==> src/rtl/vx_tensor_uop_seq_if.sv <==
// rtl/vx_tensor_uop_seq_if.sv - macro-op in, uop out and commit signals of the tensor uop sequencer
// The master side drives macro-ops, accepts uops and reports commits; the sequencer is the slave.
`ifndef UUID_WIDTH
`define UUID_WIDTH 8
`endif
`ifndef NW_WIDTH
`define NW_WIDTH 2
`endif
`ifndef NUM_THREADS
`define NUM_THREADS 4
`endif
`ifndef XLEN
`define XLEN 32
`endif
`ifndef NR_BITS
`define NR_BITS 6
`endif

interface vx_tensor_uop_seq_if #(
  parameter int CNTW = 5
);
  logic                     in_valid;
  logic                     in_ready;
  logic [`UUID_WIDTH-1:0]   in_uuid;
  logic [`NW_WIDTH-1:0]     in_wid;
  logic [`NUM_THREADS-1:0]  in_tmask;
  logic [`XLEN-1:0]         in_PC;
  logic [`NR_BITS-1:0]      in_rd;
  logic [`NR_BITS-1:0]      in_rs1;
  logic [`NR_BITS-1:0]      in_rs2;
  logic [`NR_BITS-1:0]      in_rs3;

  logic                     out_valid;
  logic                     out_ready;
  logic [`UUID_WIDTH-1:0]   out_uuid;
  logic [`NW_WIDTH-1:0]     out_wid;
  logic [`NUM_THREADS-1:0]  out_tmask;
  logic [`XLEN-1:0]         out_PC;
  logic [1:0]               out_step;
  logic                     out_last_in_pair;
  logic                     out_wb;
  logic [`NR_BITS-1:0]      out_rd;
  logic [`NR_BITS-1:0]      out_rs1;
  logic [`NR_BITS-1:0]      out_rs2;
  logic [`NR_BITS-1:0]      out_rs3;

  logic                     cmt_fire;
  logic [CNTW-1:0]          outstanding;

  modport master (
    output in_valid, in_uuid, in_wid, in_tmask, in_PC, in_rd, in_rs1, in_rs2, in_rs3,
    output out_ready, cmt_fire,
    input  in_ready, out_valid, out_uuid, out_wid, out_tmask, out_PC, out_step,
    input  out_last_in_pair, out_wb, out_rd, out_rs1, out_rs2, out_rs3, outstanding
  );

  modport slave (
    input  in_valid, in_uuid, in_wid, in_tmask, in_PC, in_rd, in_rs1, in_rs2, in_rs3,
    input  out_ready, cmt_fire,
    output in_ready, out_valid, out_uuid, out_wid, out_tmask, out_PC, out_step,
    output out_last_in_pair, out_wb, out_rd, out_rs1, out_rs2, out_rs3, outstanding
  );
endinterface

==> src/rtl/vx_tensor_uop_seq.sv <==
// rtl/vx_tensor_uop_seq.sv - expands one HMMA macro-op into 8 tensor-core uops
// Pairs are issued atomically and throttled by a credit count of uncommitted uops.
`ifndef UUID_WIDTH
`define UUID_WIDTH 8
`endif
`ifndef NW_WIDTH
`define NW_WIDTH 2
`endif
`ifndef NUM_THREADS
`define NUM_THREADS 4
`endif
`ifndef XLEN
`define XLEN 32
`endif
`ifndef NR_BITS
`define NR_BITS 6
`endif

module vx_tensor_uop_seq #(
  parameter int MAX_OUTSTANDING = 16,
  parameter int CNTW = $clog2(MAX_OUTSTANDING + 1)
) (
  input logic                clk,
  input logic                reset,
  vx_tensor_uop_seq_if.slave bus
);
  typedef enum logic {IDLE, ISSUE} state_t;
  typedef logic [`NR_BITS-1:0] reg_t;

  localparam logic [CNTW-1:0] PAIR_LIMIT = CNTW'(MAX_OUTSTANDING - 2);

  state_t                  state;
  state_t                  state_nxt;
  logic [2:0]              cnt;
  logic [`UUID_WIDTH-1:0]  uuid_q;
  logic [`NW_WIDTH-1:0]    wid_q;
  logic [`NUM_THREADS-1:0] tmask_q;
  logic [`XLEN-1:0]        pc_q;
  reg_t                    rd_q;
  reg_t                    rs1_q;
  reg_t                    rs2_q;
  reg_t                    rs3_q;
  logic [CNTW-1:0]         outstanding_q;

  logic       in_fire;
  logic       out_fire;
  logic       cmt_take;
  logic       credit_ok;
  logic [1:0] step;
  logic       p;

  assign step      = cnt[2:1];
  assign p         = cnt[0];
  // The second uop of a pair rides on the credit reserved by the first.
  assign credit_ok = p || (outstanding_q <= PAIR_LIMIT);
  assign in_fire   = bus.in_valid && bus.in_ready;
  assign out_fire  = bus.out_valid && bus.out_ready;
  assign cmt_take  = bus.cmt_fire && (outstanding_q != '0);

  always_ff @(posedge clk or negedge reset) begin
    if (!reset) begin
      state <= IDLE;
    end else begin
      state <= state_nxt;
    end
  end

  always_comb begin
    state_nxt = state;
    case (state)
      IDLE:    if (in_fire) state_nxt = ISSUE;
      ISSUE:   if (out_fire && (cnt == 3'd7)) state_nxt = IDLE;
      default: state_nxt = IDLE;
    endcase
  end

  always_comb begin
    bus.in_ready  = 1'b0;
    bus.out_valid = 1'b0;
    case (state)
      IDLE:    bus.in_ready  = reset;
      ISSUE:   bus.out_valid = credit_ok;
      default: ;
    endcase
  end

  always_ff @(posedge clk or negedge reset) begin
    if (!reset) begin
      cnt     <= '0;
      uuid_q  <= '0;
      wid_q   <= '0;
      tmask_q <= '0;
      pc_q    <= '0;
      rd_q    <= '0;
      rs1_q   <= '0;
      rs2_q   <= '0;
      rs3_q   <= '0;
    end else if (in_fire) begin
      cnt     <= '0;
      uuid_q  <= bus.in_uuid;
      wid_q   <= bus.in_wid;
      tmask_q <= bus.in_tmask;
      pc_q    <= bus.in_PC;
      rd_q    <= bus.in_rd;
      rs1_q   <= bus.in_rs1;
      rs2_q   <= bus.in_rs2;
      rs3_q   <= bus.in_rs3;
    end else if (out_fire) begin
      cnt <= cnt + 3'd1;
    end
  end

  always_ff @(posedge clk or negedge reset) begin
    if (!reset) begin
      outstanding_q <= '0;
    end else if (out_fire && !cmt_take) begin
      outstanding_q <= outstanding_q + 1'b1;
    end else if (!out_fire && cmt_take) begin
      outstanding_q <= outstanding_q - 1'b1;
    end
  end

  always_ff @(posedge clk) begin
    if (reset) begin
      assert (!(bus.cmt_fire && (outstanding_q == '0)))
        else $warning("cmt_fire with no outstanding uops");
    end
  end

  assign bus.outstanding      = outstanding_q;
  assign bus.out_uuid         = uuid_q;
  assign bus.out_wid          = wid_q;
  assign bus.out_tmask        = tmask_q;
  assign bus.out_PC           = pc_q;
  assign bus.out_step         = step;
  assign bus.out_last_in_pair = p;
  assign bus.out_wb           = bus.out_valid;
  // A tile walks rows with step[0] and columns with step[1]; steps 1-3 accumulate into D.
  assign bus.out_rs1 = rs1_q + {{(`NR_BITS-2){1'b0}}, step[0], p};
  assign bus.out_rs2 = rs2_q + {{(`NR_BITS-2){1'b0}}, step[1], p};
  assign bus.out_rd  = rd_q + reg_t'(p);
  assign bus.out_rs3 = ((step == 2'd0) ? rs3_q : rd_q) + reg_t'(p);
endmodule
==> src/flat_wrapper.sv <==
// flat-port wrapper written by rule: the top's interface ports become plain ports
module vx_tensor_uop_seq_flat 
#(
  parameter int MAX_OUTSTANDING = 16,
  parameter int CNTW = $clog2(MAX_OUTSTANDING + 1)
)
  (clk, reset, bus_in_valid, bus_in_uuid, bus_in_wid, bus_in_tmask, bus_in_PC, bus_in_rd, bus_in_rs1, bus_in_rs2, bus_in_rs3, bus_out_ready, bus_cmt_fire, bus_in_ready, bus_out_valid, bus_out_uuid, bus_out_wid, bus_out_tmask, bus_out_PC, bus_out_step, bus_out_last_in_pair, bus_out_wb, bus_out_rd, bus_out_rs1, bus_out_rs2, bus_out_rs3, bus_outstanding);
  vx_tensor_uop_seq_if #(.CNTW(CNTW)) bus_i ();
  input logic clk;
  input logic reset;
  input wire logic [$bits(bus_i.in_valid)-1:0] bus_in_valid;
  input wire logic [$bits(bus_i.in_uuid)-1:0] bus_in_uuid;
  input wire logic [$bits(bus_i.in_wid)-1:0] bus_in_wid;
  input wire logic [$bits(bus_i.in_tmask)-1:0] bus_in_tmask;
  input wire logic [$bits(bus_i.in_PC)-1:0] bus_in_PC;
  input wire logic [$bits(bus_i.in_rd)-1:0] bus_in_rd;
  input wire logic [$bits(bus_i.in_rs1)-1:0] bus_in_rs1;
  input wire logic [$bits(bus_i.in_rs2)-1:0] bus_in_rs2;
  input wire logic [$bits(bus_i.in_rs3)-1:0] bus_in_rs3;
  input wire logic [$bits(bus_i.out_ready)-1:0] bus_out_ready;
  input wire logic [$bits(bus_i.cmt_fire)-1:0] bus_cmt_fire;
  output wire logic [$bits(bus_i.in_ready)-1:0] bus_in_ready;
  output wire logic [$bits(bus_i.out_valid)-1:0] bus_out_valid;
  output wire logic [$bits(bus_i.out_uuid)-1:0] bus_out_uuid;
  output wire logic [$bits(bus_i.out_wid)-1:0] bus_out_wid;
  output wire logic [$bits(bus_i.out_tmask)-1:0] bus_out_tmask;
  output wire logic [$bits(bus_i.out_PC)-1:0] bus_out_PC;
  output wire logic [$bits(bus_i.out_step)-1:0] bus_out_step;
  output wire logic [$bits(bus_i.out_last_in_pair)-1:0] bus_out_last_in_pair;
  output wire logic [$bits(bus_i.out_wb)-1:0] bus_out_wb;
  output wire logic [$bits(bus_i.out_rd)-1:0] bus_out_rd;
  output wire logic [$bits(bus_i.out_rs1)-1:0] bus_out_rs1;
  output wire logic [$bits(bus_i.out_rs2)-1:0] bus_out_rs2;
  output wire logic [$bits(bus_i.out_rs3)-1:0] bus_out_rs3;
  output wire logic [$bits(bus_i.outstanding)-1:0] bus_outstanding;
  assign bus_i.in_valid = bus_in_valid;
  assign bus_i.in_uuid = bus_in_uuid;
  assign bus_i.in_wid = bus_in_wid;
  assign bus_i.in_tmask = bus_in_tmask;
  assign bus_i.in_PC = bus_in_PC;
  assign bus_i.in_rd = bus_in_rd;
  assign bus_i.in_rs1 = bus_in_rs1;
  assign bus_i.in_rs2 = bus_in_rs2;
  assign bus_i.in_rs3 = bus_in_rs3;
  assign bus_i.out_ready = bus_out_ready;
  assign bus_i.cmt_fire = bus_cmt_fire;
  assign bus_in_ready = bus_i.in_ready;
  assign bus_out_valid = bus_i.out_valid;
  assign bus_out_uuid = bus_i.out_uuid;
  assign bus_out_wid = bus_i.out_wid;
  assign bus_out_tmask = bus_i.out_tmask;
  assign bus_out_PC = bus_i.out_PC;
  assign bus_out_step = bus_i.out_step;
  assign bus_out_last_in_pair = bus_i.out_last_in_pair;
  assign bus_out_wb = bus_i.out_wb;
  assign bus_out_rd = bus_i.out_rd;
  assign bus_out_rs1 = bus_i.out_rs1;
  assign bus_out_rs2 = bus_i.out_rs2;
  assign bus_out_rs3 = bus_i.out_rs3;
  assign bus_outstanding = bus_i.outstanding;
  vx_tensor_uop_seq #(.MAX_OUTSTANDING(MAX_OUTSTANDING), .CNTW(CNTW)) u_core (.clk(clk), .reset(reset), .bus(bus_i));
endmodule
==> config.mk <==
export PLATFORM = sky130hd
export DESIGN_NAME = vx_tensor_uop_seq_flat
export DESIGN_NICKNAME = d
export VERILOG_FILES = /design/src/rtl/vx_tensor_uop_seq_if.sv /design/src/rtl/vx_tensor_uop_seq.sv /design/src/flat_wrapper.sv
export SDC_FILE = /design/constraint.sdc
export NUM_CORES = 1
export LEC_CHECK = 0
export CAP_MARGIN = 20
export CORE_UTILIZATION = 30
export CTS_CLUSTER_SIZE = 12
export DETAILED_ROUTE_END_ITERATION = 6
export SLEW_MARGIN = 20
export SYNTH_ARGS = -nofsm -noshare
export SYNTH_HDL_FRONTEND = slang
export SYNTH_SLANG_ARGS = --single-unit
==> constraint.sdc <==
create_clock -name clk -period 3.05 [get_ports clk]
set_input_delay 0.61 -clock clk [delete_from_list [all_inputs] [get_ports clk]]
set_output_delay 0.61 -clock clk [all_outputs]
set_load 0.02 [all_outputs]
After elaboration in Yosys (flattened, before gate mapping)
Cells that the tools add are included.
{"block": "totals", "rom_bits": 0, "mem_count": 0, "output_inout_bits": 81, "latchBits": 0, "input_bits": 75, "ram_bits": 0, "elab_cells": 44, "regBits": 79}
{"block": "op_classes", "n_shift": 0, "n_bitwise": 1, "div": 0, "n_addsub": 7, "n_reduce_logical": 13, "eq_ne": 1, "magnitude_cmp": 1, "n_mux": 10, "mul": 0}
{"cell": "$add A6 B1 Y6", "n": 2}
{"cell": "$add A6 B2 Y6", "n": 2}
{"cell": "$mux W5", "n": 2}
{"cell": "$logic_and A1 B1 Y1", "n": 6}
{"cell": "$mux W3", "n": 2}
{"cell": "$mux W6", "n": 1}
{"cell": "$add A5 B1 Y5 const B", "n": 1}
{"cell": "$le A5 B4 Y1 const B", "n": 1}
{"cell": "$reduce_bool A5 Y1", "n": 1}
{"cell": "$sub A5 B1 Y5 const B", "n": 1}
{"cell": "$mux W1", "n": 4}
{"cell": "$reduce_bool A2 Y1", "n": 2}
{"cell": "$add A3 B1 Y3 const B", "n": 1}
{"cell": "$eq A3 B3 Y1 const B", "n": 1}
{"cell": "$logic_not A1 Y1", "n": 2}
{"cell": "$logic_not A2 Y1", "n": 1}
{"cell": "$pmux W1 S2", "n": 1}
{"cell": "$logic_or A1 B1 Y1", "n": 1}
{"cell": "$not A1 Y1", "n": 1}

Depth between registers and ports, before layout
{"block": "depth", "depth_word": 8, "depth_mapped": 10, "depth_no_buf": 10}

Worst setup path after synthesis
No wires, ideal clock.
{"block": "synth_timing", "path_type": "register -> output", "start": "register u_core.cnt[1]", "end": "output port bus_out_rs3[4]", "required_time_ns": 2.440, "stages_incl_launch_ff": 8, "setup_slack_ns": 0.117, "path_buffers": 0, "arrival_ns": 2.323, "cell_sequence": "dfrtp_1 > nor2_1 > mux2_2 > ha_1 > ha_1 > nand3_1 > xor2_1 > o21ai_0"}
{"block": "synth_between", "elab_chain_len": 3}
{"item": "start: declaration", "line": "vx_tensor_uop_seq.sv:34", "text": "logic [2:0] cnt;"}
{"item": "start signal: assignment", "line": "vx_tensor_uop_seq.sv:109", "text": "cnt <= cnt + 3'd1;"}
{"item": "$logic_not A2 Y1", "line": "vx_tensor_uop_seq.sv:142", "text": "assign bus.out_rs3 = ((step == 2'd0) ? rs3_q : rd_q) + reg_t'(p);"}
{"item": "$mux W6", "line": "vx_tensor_uop_seq.sv:142"}
{"item": "$add A6 B1 Y6", "line": "vx_tensor_uop_seq.sv:142"}
{"item": "end: declaration", "line": "flat_wrapper.sv:34", "text": "output wire logic [$bits(bus_i.out_rs3)-1:0] bus_out_rs3;"}
Every way passes these cells.

Worst setup path in the final report
{"block": "layout_timing", "start": "register u_core.cnt[1]", "end": "output port bus_out_rs3[1]"}
The elaborated chain is that of the path after synthesis.

==> results.cfg <==
[outcome]
outcome = complete, no violations

[timing]
slew_headroom_pct = 62.5
post-route-period-util_pct = 95.2
tightest_slew_ps = 562
rsz0062_at_grt = no
finalSetupTns_ps = 0
drv_slew = 0
whs_ps = 337
setup_viol = 0
hold_viol = 0
setup_ws_ps = 146
clock_skew_ps = 5.56
fin_crit_ps = 2900
clock.fmax_ghz = 0.344

[logic_synthesis]
synth_fp_nets = 366
synth.cell_area_mm2 = 0.00382
synth_commonest_cells = dfrtp_1 (79), mux2_2 (39), mux2_4 (32)
ys_seq_area_share_pct = 51.7
syn_avg_cell_area_um2 = 14.0
synth_top_area_share_pct = 51.7
synth-edff-count = 0
synth_cells = 274
synth_most_common_cell = dfrtp_1
yosysWarnings = 0
netlist_top_cells_area = dfrtp_1 (52%), mux2_4 (13%), mux2_2 (11%)
synth.distinct_cells = 28
ys_seq_elements = 79
ys_async_sr_fraction_pct = 100
yosys.area.top_type = dfrtp_1
yosys_most_used_dff = dfrtp_1

[global_routing]
antenna_found_initial = 0
grt_usage_pct = 14.0
gr-total-overflow = 0
grt_pass1_wl_um = 14000
grt_max_degree = 48
grt_pass1_vias = 2793

[critical_path]
critPathKind = flop to output pin
required_ps = 2440
cp.arrival_ps = 2290
startpoint_type = flop
path_max_fanout = 3
endpoint_kind = output pin

[floorplanning]
num_io_pins = 156
rows = 40
design.die.area_mm2 = 0.0132
die_y_um = 115
fp.dieW_um = 115
start_util_pct = 31.3
core_area_mm2 = 0.0122

[cells_and_area]
syn2layout_area_growth_pct = 53.4
finalInstanceArea_mm2 = 0.00586
drive_above_1_share_pct = 22.5
nNetsFinal = 527
n_antenna_cell = 0

[detailed_routing]
drt_iter0_markers = 74
final_antenna_net_count = 0
vias = 2675
wl_per_cell_um = 14.4
drc = 0
viasPerCell = 4.40
first_pass_iters = 3
wirelength_um = 8760

[place]
numPortBuffers = 155
place_hpwl_um = 6400
gp_congestion = 0.793
pre_cts_slack_ps = 117
postPlaceCellArea_mm2 = 0.00553

[clocking]
path_clk_slew_ps = 50
cts_sinks = 79
post_cts_buffers = 0
clock_path_buffers = 2
cts_tree = built
root_buffer = clkbuf_16
tritoncts.num_buffers = 9
clock_latency_ps = 340
cts-htree-levels = 3

[power_and_ir_drop]
power_density_mw_per_mm2 = 1190
ir_drop_mv = 0.626
total_power_uw = 6960
p_leak_uw = 0.00254

[run]
max_cap_violations = 0

[min_path]
holdCritPathClass = input pin to asynchronous set/reset pin
==> layout make-up <==
| cell class | count | area [um^2] |
|---|---|---|
| fill | 1119 | 6350 |
| sequential | 79 | 1980 |
| multi-input combinational | 172 | 1690 |
| timing repair buffer | 163 | 1620 |
| clock buffer | 11 | 243 |
| tap | 168 | 210 |
| clock inverter | 5 | 81.3 |
| inverter | 10 | 37.5 |
==> critical path, stage by stage (launching register included) <==
cell,delay [ps]
dfrtp_1,380
nor2_2,130
mux2_2,340
ha_1,210
ha_1,290
clkdlybuf4s50_1,600
==> cell usage in the layout, fill, tap and decap left out, types with 2 or more instances in the layout <==
| master | count |
|---|---|
| nand2_1 | 12 |
| and3_1 | 3 |
| bufinv_16 | 2 |
| ha_1 | 14 |
| clkbuf_16 | 9 |
| nand3_1 | 7 |
| nor2_1 | 8 |
| fa_1 | 3 |
| clkdlybuf4s15_1 | 2 |
| a21o_1 | 2 |
| clkdlybuf4s50_1 | 147 |
| mux2_4 | 32 |
| inv_1 | 10 |
| dlymetal6s2s_1 | 3 |
| a21oi_1 | 6 |
| mux2i_1 | 4 |
| o21ai_0 | 7 |
| xnor2_1 | 15 |
| o21bai_1 | 2 |
| dfrtp_1 | 78 |
| buf_4 | 8 |
| mux2_2 | 39 |
| nor2b_1 | 3 |
| xor2_1 | 8 |
==> layer usage <==
layer	global-route usage, %	vias up	part of all wire, %	routed length [um]
li1	-	1265	-	-
met1	16.4	1308	44	3830
met2	22.8	92	47	4090
met3	6.59	10	8.3	726
met4	4.50	0	1.3	114
met5	0	-	0	0
==> worst paths after layout <==
| check | cells past startpoint | slack (ps) | endpoint | startpoint |
|---|---|---|---|---|
| hold reg to reg | 1 | 500 | u_core.bus.out_PC[11] | u_core.bus.out_PC[11] |
| hold / removal | 2 | 340 | u_core.rs1_q[5] | reset |
| setup reg to reg | 10 | 560 | u_core.bus.outstanding[4] | u_core.bus.outstanding[0] |
| setup / recovery | 5 | 150 | bus_out_rs3[1] | u_core.cnt[1] |
| min in group clk | 1 | 500 | u_core.bus.out_PC[11] | u_core.bus.out_PC[11] |
| max in group asynchronous | 3 | 1790 | u_core.bus.out_PC[11] | reset |
==> where the power goes <==
| group | switching (uW) | leakage (uW) | total, uW | internal, uW |
|---|---|---|---|---|
| clock | 423 | 0.000156 | 1160 | 739 |
| combinational | 1730 | 0.00143 | 3800 | 2070 |
| sequential | 410 | 0.000945 | 1990 | 1580 |
| total | 2560 | 0.00254 | 6960 | 4390 |
==> sequential cells by signal (all words and copies together), names as in the netlist, 2 cells and up <==
signal	flops
u_core.bus.out_wid	2
u_core.bus.out_PC	32
u_core.cnt	3
u_core.bus.outstanding	5
u_core.rs1_q	6
u_core.rd_q	6
u_core.rs3_q	6
u_core.bus.out_tmask	4
u_core.bus.out_uuid	8
u_core.rs2_q	6
==> kinds of logic after synthesis <==
family	after synthesis	synth area share, %
mux	75	25.1
compound gates	18	2.72
xor+xnor	23	5.27
fa+ha+maj	17	6.15
simple gates	39	4.91
flops	79	51.7
buf+inv	23	4.12
==> through the flow <==
step / utilization (%) / instances
after floorplan: - / 274
after global placement: 45.3 / 592
after detailed placement: 45.3 / 592
after CTS: 47.9 / 608
after global routing: 48.0 / 608
final: 48.0 / 608
==> what timing repair did <==
item | in CTS | in global routing
setup endpoints to repair | 6 | 6
hold buffers | 0 | 0
gates resized for setup | 5 | 9
(Power assumes the default switching activity.)
